## src/rtl/wb_pkg.sv

```systemverilog
// Shared types and constants for the writeback stage.
package wb_pkg;

    localparam int XLEN   = 32;
    localparam int REG_AW = 5;

    typedef enum logic [1:0] {
        IDLE     = 2'd0,
        WAIT_MEM = 2'd1,
        WRITE    = 2'd2
    } state_e;

    localparam logic [2:0] LB  = 3'b000;
    localparam logic [2:0] LH  = 3'b001;
    localparam logic [2:0] LW  = 3'b010;
    localparam logic [2:0] LBU = 3'b100;
    localparam logic [2:0] LHU = 3'b101;

endpackage

```

## src/rtl/load_align.sv

```systemverilog
// Combinational load alignment: picks the byte/half/word out of an aligned
// memory word, sign- or zero-extends it, and flags misaligned/illegal loads.
module load_align
    import wb_pkg::*;
(
    input  logic [2:0]      funct3,
    input  logic [1:0]      addr_lo,
    input  logic [XLEN-1:0] word,
    output logic [XLEN-1:0] data,
    output logic            err
);

    logic [7:0]  byteSel;
    logic [15:0] halfSel;

    always_comb begin
        byteSel = word[8*addr_lo +: 8];
        halfSel = addr_lo[1] ? word[31:16] : word[15:0];
        data    = '0;
        err     = 1'b0;
        case (funct3)
            LB: data = {{24{byteSel[7]}}, byteSel};
            LH: begin
                data = {{16{halfSel[15]}}, halfSel};
                err  = addr_lo[0];
            end
            LW: begin
                data = word;
                err  = (addr_lo != 2'b00);
            end
            LBU: data = {24'd0, byteSel};
            LHU: begin
                data = {16'd0, halfSel};
                err  = addr_lo[0];
            end
            default: err = 1'b1;
        endcase
    end

endmodule

```

## src/rtl/wb_stage.sv

```systemverilog
// Writeback stage: registers ALU results or aligned load data into a one-cycle
// register-file write. Optional forwarding copy enabled by WB_STAGE_FWD_EN.
module wb_stage
    import wb_pkg::*;
(
    input  logic              clk,
    input  logic              rst_n,
    input  logic              in_valid,
    output logic              in_ready,
    input  logic              in_is_load,
    input  logic [REG_AW-1:0] in_rd,
    input  logic [XLEN-1:0]   in_result,
    input  logic [2:0]        in_funct3,
    input  logic [1:0]        in_addr_lo,
    input  logic              mem_rvalid,
    input  logic [XLEN-1:0]   mem_rdata,
    output logic [REG_AW-1:0] rd,
    output logic              we,
    output logic [XLEN-1:0]   indata,
    output logic              load_err,
    output logic              fwd_valid,
    output logic [REG_AW-1:0] fwd_rd,
    output logic [XLEN-1:0]   fwd_data
);

    state_e            state_q, state_d;
    logic [REG_AW-1:0] pendRd_q, pendRd_d;
    logic [2:0]        pendF3_q, pendF3_d;
    logic [1:0]        pendLo_q, pendLo_d;
    logic [REG_AW-1:0] rd_q, rd_d;
    logic [XLEN-1:0]   indata_q, indata_d;
    logic              we_q, we_d;
    logic              loadErr_q, loadErr_d;

    logic              waiting;
    logic              xfer;
    logic [2:0]        alignF3;
    logic [1:0]        alignLo;
    logic [XLEN-1:0]   alignData;
    logic              alignErr;

    assign waiting = (state_q == WAIT_MEM);
    assign xfer    = in_valid && in_ready;

    // Outside WAIT_MEM the aligner checks the incoming load; inside it formats the memory word.
    assign alignF3 = waiting ? pendF3_q : in_funct3;
    assign alignLo = waiting ? pendLo_q : in_addr_lo;

    load_align u_align (
        .funct3  (alignF3),
        .addr_lo (alignLo),
        .word    (mem_rdata),
        .data    (alignData),
        .err     (alignErr)
    );

    always_ff @(posedge clk or negedge rst_n) begin
        if (!rst_n) begin
            state_q <= IDLE;
        end else begin
            state_q <= state_d;
        end
    end

    always_comb begin
        state_d = state_q;
        case (state_q)
            WAIT_MEM: begin
                if (mem_rvalid) begin
                    state_d = WRITE;
                end
            end
            default: begin
                if (!xfer) begin
                    state_d = IDLE;
                end else if (!in_is_load) begin
                    state_d = WRITE;
                end else if (alignErr) begin
                    state_d = IDLE;
                end else begin
                    state_d = WAIT_MEM;
                end
            end
        endcase
    end

    always_comb begin
        in_ready  = !waiting;
        rd_d      = rd_q;
        indata_d  = indata_q;
        we_d      = 1'b0;
        loadErr_d = 1'b0;
        pendRd_d  = pendRd_q;
        pendF3_d  = pendF3_q;
        pendLo_d  = pendLo_q;
        case (state_q)
            WAIT_MEM: begin
                if (mem_rvalid) begin
                    rd_d     = pendRd_q;
                    indata_d = alignData;
                    we_d     = (pendRd_q != '0);
                end
            end
            default: begin
                if (xfer) begin
                    if (!in_is_load) begin
                        rd_d     = in_rd;
                        indata_d = in_result;
                        we_d     = (in_rd != '0);
                    end else if (alignErr) begin
                        loadErr_d = 1'b1;
                    end else begin
                        pendRd_d = in_rd;
                        pendF3_d = in_funct3;
                        pendLo_d = in_addr_lo;
                    end
                end
            end
        endcase
    end

    always_ff @(posedge clk or negedge rst_n) begin
        if (!rst_n) begin
            rd_q      <= '0;
            indata_q  <= '0;
            we_q      <= 1'b0;
            loadErr_q <= 1'b0;
            pendRd_q  <= '0;
            pendF3_q  <= '0;
            pendLo_q  <= '0;
        end else begin
            rd_q      <= rd_d;
            indata_q  <= indata_d;
            we_q      <= we_d;
            loadErr_q <= loadErr_d;
            pendRd_q  <= pendRd_d;
            pendF3_q  <= pendF3_d;
            pendLo_q  <= pendLo_d;
        end
    end

    assign rd       = rd_q;
    assign indata   = indata_q;
    assign we       = we_q;
    assign load_err = loadErr_q;

`ifdef WB_STAGE_FWD_EN
    assign fwd_valid = we_q && (rd_q != '0);
    assign fwd_rd    = rd_q;
    assign fwd_data  = indata_q;
`else
    assign fwd_valid = 1'b0;
    assign fwd_rd    = '0;
    assign fwd_data  = '0;
`endif

endmodule

```

## config.mk

```make
export PLATFORM = sky130hd
export DESIGN_NAME = wb_stage
export DESIGN_NICKNAME = d
export VERILOG_FILES = /design/src/rtl/wb_pkg.sv /design/src/rtl/load_align.sv /design/src/rtl/wb_stage.sv
export SDC_FILE = /design/constraint.sdc
export NUM_CORES = 1
export LEC_CHECK = 0
export BUFFER_PORTS_ARGS = -buffer_cell sky130_fd_sc_hd__buf_2
export CAP_MARGIN = 5
export CORE_ASPECT_RATIO = 0.9
export CORE_UTILIZATION = 40
export DETAILED_ROUTE_END_ITERATION = 7
export PLACE_DENSITY = 0.72
export SLEW_MARGIN = 20
export SYNTH_ARGS = -nofsm -noshare
export SYNTH_HDL_FRONTEND = slang
export SYNTH_SLANG_ARGS = --single-unit
```

## constraint.sdc

```tcl
create_clock -name clk -period 2.1 [get_ports clk]
set_clock_uncertainty 0.15 [all_clocks]
set_input_delay 0.63 -clock clk [delete_from_list [all_inputs] [get_ports clk]]
set_output_delay 0.63 -clock clk [all_outputs]
set_load 0.01 [all_outputs]
```

## Word-level counts from Yosys, hierarchy flattened

Index checks and enable logic that the tools add are counted.

| storage, ports and cells | value |
|---|---|
| register bits | 51 |
| latch bits | 0 |
| RAM bits | 0 |
| bits in read-only memories | 0 |
| input bits | 79 |
| output and inout bits | 78 |
| memories kept | 0 |

| cells by class | value |
|---|---|
| add/subtract/negate cells | 0 |
| multiply operators | 0 |
| divide/modulo/power cells | 0 |
| magnitude comparators | 0 |
| eq/ne operators | 7 |
| shift operators | 1 |
| muxes and demuxes | 26 |
| bitwise operators | 2 |
| reductions and logical operators | 11 |

Operator list:

| cell | number |
|---|---|
| case mux 32 bit (5 select lines) | 1 |
| 2-to-1 mux 32 bit | 4 |
| variable part select 32 x 6 -> 8 bit | 1 |
| 2-to-1 mux 5 bit | 4 |
| 2-to-1 mux 16 bit | 1 |
| 2-to-1 mux 2 bit | 5 |
| nonzero test 5 bit | 2 |
| 2-to-1 mux 1 bit | 9 |
| equality test 3 bit, second input constant | 2 |
| AND reduction 4 bit | 1 |
| nonzero test 2 bit | 2 |
| OR reduction 2 bit | 2 |
| equality test 3 x 1 -> 1 bit, second input constant | 1 |
| equality test 3 x 2 -> 1 bit, second input constant | 1 |
| logical NOT 3 bit | 1 |
| 2-to-1 mux 3 bit | 1 |
| case mux 1 bit (3 select lines) | 1 |
| AND reduction 3 bit | 1 |
| equality test 2 x 1 -> 1 bit, second input constant | 1 |
| != test 2 x 1 -> 1 bit, second input constant | 1 |
| != test 2 bit, second input constant | 1 |
| inverter 1 bit | 2 |
| logical AND 1 bit | 1 |
| logical NOT 1 bit | 1 |

## Depth between registers and ports, before layout

| logic depth | value |
|---|---|
| depth after elaboration | 9 |
| gate-level depth with buffers | 11 |

## Modules after synthesis

Synthesis repeated with hierarchy kept, for this count alone.

| unflattened totals | value |
|---|---|
| cell total of the unflattened synthesis | 333 |
| area, all modules | 3657.3 um^2 |

Modules (own cells, without submodules):

| module | instances | cells an instance | area each (um^2) |
|---|---|---|---|
| wb_stage | 1 | 213 | 2798.9 |
| load_align | 1 | 120 | 858.3 |

## Least setup slack after synthesis

OpenSTA, ideal clock, no wires.

| timing path | value |
|---|---|
| kind | reg-to-output |
| from | reg state_q[0] |
| to | out in_ready |
| data arrival time | 1.516 ns |
| data required time | 1.320 ns |
| slack | -0.196 ns |
| stages on the path, launching flop included | 8 |
| buffers on the path | 5 |
| cell sequence | dfrtp_1 > nor2b_2 > buf_6 > inv_2 > buf_6 > buf_2 > buf_2 > buf_1 |

| on the way | value |
|---|---|
| word-level cells in the longest chain between the ends | 2 |

Ends and longest elaborated chain:

| what | line | text |
|---|---|---|
| start, declared | wb_stage.sv:26 | `state_e state_q, state_d;` |
| start signal, assigned | wb_stage.sv:61 | `state_q <= state_d;` |
| equality test 2 x 1 -> 1 bit | wb_stage.sv:42 | `assign waiting = (state_q == WAIT_MEM);` |
| logical NOT 1 bit | wb_stage.sv:88 | `in_ready = !waiting;` |
| end, declared | wb_stage.sv:9 | `output logic in_ready,` |

Every way passes these cells.

## Worst setup path in the final report

| timing path | value |
|---|---|
| from | reg state_q[1] |
| to | reg indata_q[8], in the netlist indata[8] |

| on the way | value |
|---|---|
| word-level cells in the longest chain between the ends | 6 |

Ends and longest elaborated chain:

| what | line | text |
|---|---|---|
| equality test 2 x 1 -> 1 bit * | wb_stage.sv:42, wb_stage.sv:96 |  |
| 2-to-1 mux 2 bit or 2-to-1 mux 3 bit (tied branches) | wb_stage.sv:47, wb_stage.sv:46 |  |
| variable part select 32 x 6 -> 8 bit, or another cell as far along | load_align.sv:17 | `byteSel = word[8*addr_lo +: 8];` |
| case mux 32 bit (5 select lines) | load_align.sv:21 | `case (funct3)` |
| 2-to-1 mux 32 bit | wb_stage.sv:98 | `if (mem_rvalid) begin` |
| 2-to-1 mux 32 bit | wb_stage.sv:96 | `case (state_q)` |
| end signal, assigned | wb_stage.sv:133 | `indata_q <= indata_d;` |
| end, declared | wb_stage.sv:31 | `logic [XLEN-1:0] indata_q, indata_d;` |

Mark *: on every way between the ends. The rest lies on a longest branch, timed or not. The select of a mux whose other input is x is not followed.
A chain may end at the register's enable or synchronous reset.

==> insert_results.sql <==
INSERT INTO impl_metrics (metric_group, metric, value, unit) VALUES
('status', 'outcome', 'finished, violations left', ''),
('status', 'failing_checks', 'setup timing', ''),
('cells_and_area', 'area_delta_synth_final', '42.7', '%'),
('worst_hold_path', 'worst_hold_path_type', 'in -> async', ''),
('grt', 'grt_overflow', '0', ''),
('job', 'max_cap_viol', '0', ''),
('die', 'initial_utilization', '41.5', '%'),
('placed_design', 'numPortBuffers', '118', ''),
('placed_design', 'routabilityCongestion', '0.928', ''),
('cells_and_area', 'layoutNonFillerInstCount', '696', ''),
('synthesis', 'synth.yosys.warnings', '0', ''),
('pwr', 'switching_share', '37.4', '%'),
('die', 'design.die.area', '9300', 'µm²'),
('pwr', 'power_per_cell_area', '786', 'nW/µm²'),
('die', 'die_w', '102', 'µm'),
('pwr', 'power.share.combinational', '45.2', '%'),
('cells_and_area', 'drive_gt1_share', '47.5', '%'),
('cells_and_area', 'antenna_cells_inserted', '0', ''),
('placed_design', 'detailedPlacementHpwl', '8480', 'µm'),
('placed_design', 'dp.cells', '676', ''),
('die', 'placeableCoreArea', '8610', 'µm²'),
('sta', 'post-route-worst-setup-slack', '-0.130', 'ns'),
('clocking', 'ctsLongestPathBuffers', '2', ''),
('pwr', 'worst_ir_drop_vdd', '0.393', 'mV'),
('synthesis', 'synth_cell_type_count', '50', ''),
('pwr', 'cellLeakagePower', '2.34', 'nW'),
('sta', 'layout_worst_path_cycle_share', '106', '%'),
('synthesis', 'synth_area', '3570', 'µm²'),
('critical_path', 'cp_slowest_cell', 'sky130_fd_sc_hd__dfrtp_2', ''),
('cells_and_area', 'most_common_cell_after_layout_fill_and_taps_aside', 'sky130_fd_sc_hd__buf_2', ''),
('sta', 'unrepaired_setup_endpoints_after_global_routing', 'true', ''),
('sta', 'timing_hold_violations_final', '0', ''),
('clocking', 'clk_root_buffer_cell', 'sky130_fd_sc_hd__clkbuf_8', ''),
('critical_path', 'worstSetupPathType', 'reg -> reg', ''),
('clocking', 'insertion_delay', '0.31', 'ns'),
('synthesis', 'synth.ff_latch_count', '51', ''),
('synthesis', 'seq_area_frac_synth', '35.8', '%'),
('clocking', 'cts_tree', 'done', ''),
('route', 'initialDrtViolationCount', '180', ''),
('clocking', 'tritoncts_num_sinks', '51', ''),
('cells_and_area', 'finish.net_count', '655', ''),
('clocking', 'path_clk_slew', '0.11', 'ns'),
('grt', 'grt.total_usage', '26.1', '%'),
('route', 'drtPass1Iterations', '5', ''),
('die', 'dieHeight', '91.6', 'µm'),
('critical_path', 'setup.worst_path.end_class', 'flop', ''),
('route', 'drt-total-wl', '11800', 'µm'),
('cells_and_area', 'most-common-layout-cells', 'sky130_fd_sc_hd__buf_2 (117), sky130_fd_sc_hd__nand2_1 (62), sky130_fd_sc_hd__dfrtp_1 (50)', ''),
('sta', 'slew_violations', '0', ''),
('grt', 'grt_pass1_wl', '18800', 'µm'),
('cells_and_area', 'nFillCells', '749', ''),
('route', 'postRouteAntennaNets', '0', ''),
('synthesis', 'synthCells', '414', ''),
('critical_path', 'crit_fanout', '5', ''),
('cells_and_area', 'final_instance_area', '5090', 'µm²'),
('critical_path', 'timing.critical_path.cells', 'nor2b_4 -> inv_4 -> buf_6 -> a21o_4 -> mux2i_4 -> a211oi_4 -> and2_4 -> o221a_1', ''),
('sta', 'finalSetupViolCount', '39', ''),
('die', 'io_pins', '157', ''),
('clocking', 'h-tree-depth', '2', ''),
('critical_path', 'worst_ep_required_time', '2.20', 'ns'),
('pwr', 'seqPwrFrac', '36.7', '%'),
('pwr', 'netSwitchingPower', '1.50', 'mW'),
('pwr', 'power_frac_clock', '18.1', '%'),
('die', 'core.rowCount', '32', ''),
('route', 'routed_via_density', '5.42', ''),
('critical_path', 'critical_path_arrival', '2.33', 'ns'),
('grt', 'grt_start_max_net_pins', '52', ''),
('grt', 'antenna_violations_before_repair', '0', ''),
('synthesis', 'syn-mean-instance-area', '8.62', 'µm²'),
('sta', 'timing.fmax', '448', 'MHz'),
('clocking', 'cts-buffers-inserted', '5', ''),
('sta', 'min_period', '2.23', 'ns'),
('placed_design', 'dpl_cell_area', '4540', 'µm²'),
('pwr', 'power.internal', '2.51', 'mW'),
('route', 'route.vias.total', '3773', ''),
('route', 'drc_violations_left', '0', ''),
('clocking', 'cts_hold_buffers', '0', ''),
('critical_path', 'max_stage_delay', '0.45', 'ns'),
('critical_path', 'timing.critical_path.from_type', 'flop', ''),
('grt', 'via_count_of_the_first_global_routing_pass', '3657', ''),
('route', 'wl_per_cell', '17.0', 'µm');
## cell usage after synthesis, drive strengths merged
master / instances / area share [%]
clkinv: 1 / 0.11
inv: 5 / 0.53
dfrtp: 51 / 36
a222oi: 2 / 0.56
buf: 50 / 10
a22oi: 16 / 3.4
nor2b: 4 / 0.77
o31ai: 2 / 0.42
or4: 2 / 0.42
a221oi: 2 / 0.49
or4b: 2 / 0.56
a31o: 1 / 0.25
nor3: 22 / 4.6
o221a: 5 / 1.6
a211oi: 12 / 3.3
nand3: 6 / 0.84
mux2: 12 / 3.8
o211ai: 6 / 1.3
and2b: 1 / 0.21
o21bai: 2 / 0.42
conb: 1 / 0.11
nor2: 32 / 3.4
clkbuf: 15 / 1.6
and3b: 1 / 0.25
nor3b: 3 / 0.63
a21boi: 1 / 0.21
a21oi: 24 / 3.4
o22ai: 1 / 0.18
o21ai: 39 / 6.5
nor4bb: 1 / 0.28
a31oi: 10 / 1.9
nand2: 64 / 6.7
and2: 3 / 0.60
o2111a: 3 / 0.95
a21o: 1 / 0.42
mux2i: 11 / 3.3
## path summary, 6_finish.rpt
path | cells after the start | to | start | slack, ns
setup / recovery | 8 | indata[8]$_DFFE_PN0P_ | state_q[1]$_DFFE_PN0P_ | -0.13
hold / removal | 2 | indata[14]$_DFFE_PN0P_ | rst_n | 0.13
min in group clk | 2 | indata[31]$_DFFE_PN0P_ | indata[31]$_DFFE_PN0P_ | 0.34
hold reg to reg | 2 | indata[31]$_DFFE_PN0P_ | indata[31]$_DFFE_PN0P_ | 0.34
max in group asynchronous | 2 | state_q[1]$_DFFE_PN0P_ | rst_n | 1.37
setup reg to reg | 8 | indata[8]$_DFFE_PN0P_ | state_q[1]$_DFFE_PN0P_ | -0.13
## kinds of logic (layout without fill, tap and decap cells)
logic type	Yosys count	in the layout	synth area share, %
buf+inv	71	197	12.6
mux	23	23	7.08
flops	51	51	35.8
compound gates	127	127	25.2
other cells	1	38	0.105
simple gates	141	141	19.3
## worst max-delay path: cells and delay by family, from the launching register on
| kind | cells | cell delay [ns] |
|---|---|---|
| AND/OR/NAND/NOR | 2 | 0.42 |
| multiplexers | 1 | 0.22 |
| buffers and inverters | 2 | 0.21 |
| flip-flops | 1 | 0.45 |
| AO/OA/AOI/OAI | 3 | 0.72 |
## what timing repair did
| item | CTS | global route |
|---|---|---|
| cloned | 0 | 0 |
| endpoints found under the setup margin | 43 | 47 |
| buffers inserted | 9 | 3 |
| pin swaps | 17 | 8 |
| resized for setup | 57 | 22 |
## sequential cells by signal, summed over array words and instances, names as in the netlist
name	cells
indata	32
pendRd_q	5
rd	5
pendF3_q	3
pendLo_q	2
state_q	2
load_err	1
we	1
## metal layers
layer	up-vias	global-route usage, %	part of all wire (%)
met1	1786	36.6	42
met2	225	40.1	47
met3	26	4.70	8.7
li1	1736	-	-
met4	0	8.82	2.1
met5	-	0	0
## through the flow
step	hold WS, ns	util, %	setup TNS [ns]	total power, mW	setup WS, ns
after floorplan	0.184	-	-0.676	2.40	-0.0439
final	0.134	59.2	-4.10	4.00	-0.130
after global routing	0.173	59.2	-7.14	4.24	-0.228
after global placement	0.307	52.8	-5.99	2.99	-0.223
after detailed placement	0.319	52.8	-6.72	3.05	-0.210
after CTS	0.167	58.0	-3.70	3.94	-0.124
## power groups by stage
stage          Sequential [mW]  Combinational, mW  Clock, mW
2_1_floorplan             1.55              0.845          0
3_3_place_gp              1.47               1.52          0
3_5_place_dp              1.48               1.57          0
4_1_cts                   1.47               1.74      0.731
5_1_grt                   1.50               1.96      0.772
6_report                  1.47               1.81      0.726
## layout make-up
| type | count | area (µm²) | area share [%] |
|---|---|---|---|
| clock inverters | 3 | 46.3 | 0.909 |
| repair buffers | 183 | 1200 | 23.6 |
| multi-input cells | 329 | 2330 | 45.7 |
| well taps | 119 | 149 | 2.92 |
| clock buffers | 5 | 68.8 | 1.35 |
| flip-flops and latches | 51 | 1280 | 25.1 |
| inverters | 6 | 25.0 | 0.491 |
Power figures use the tool's default switching activity.
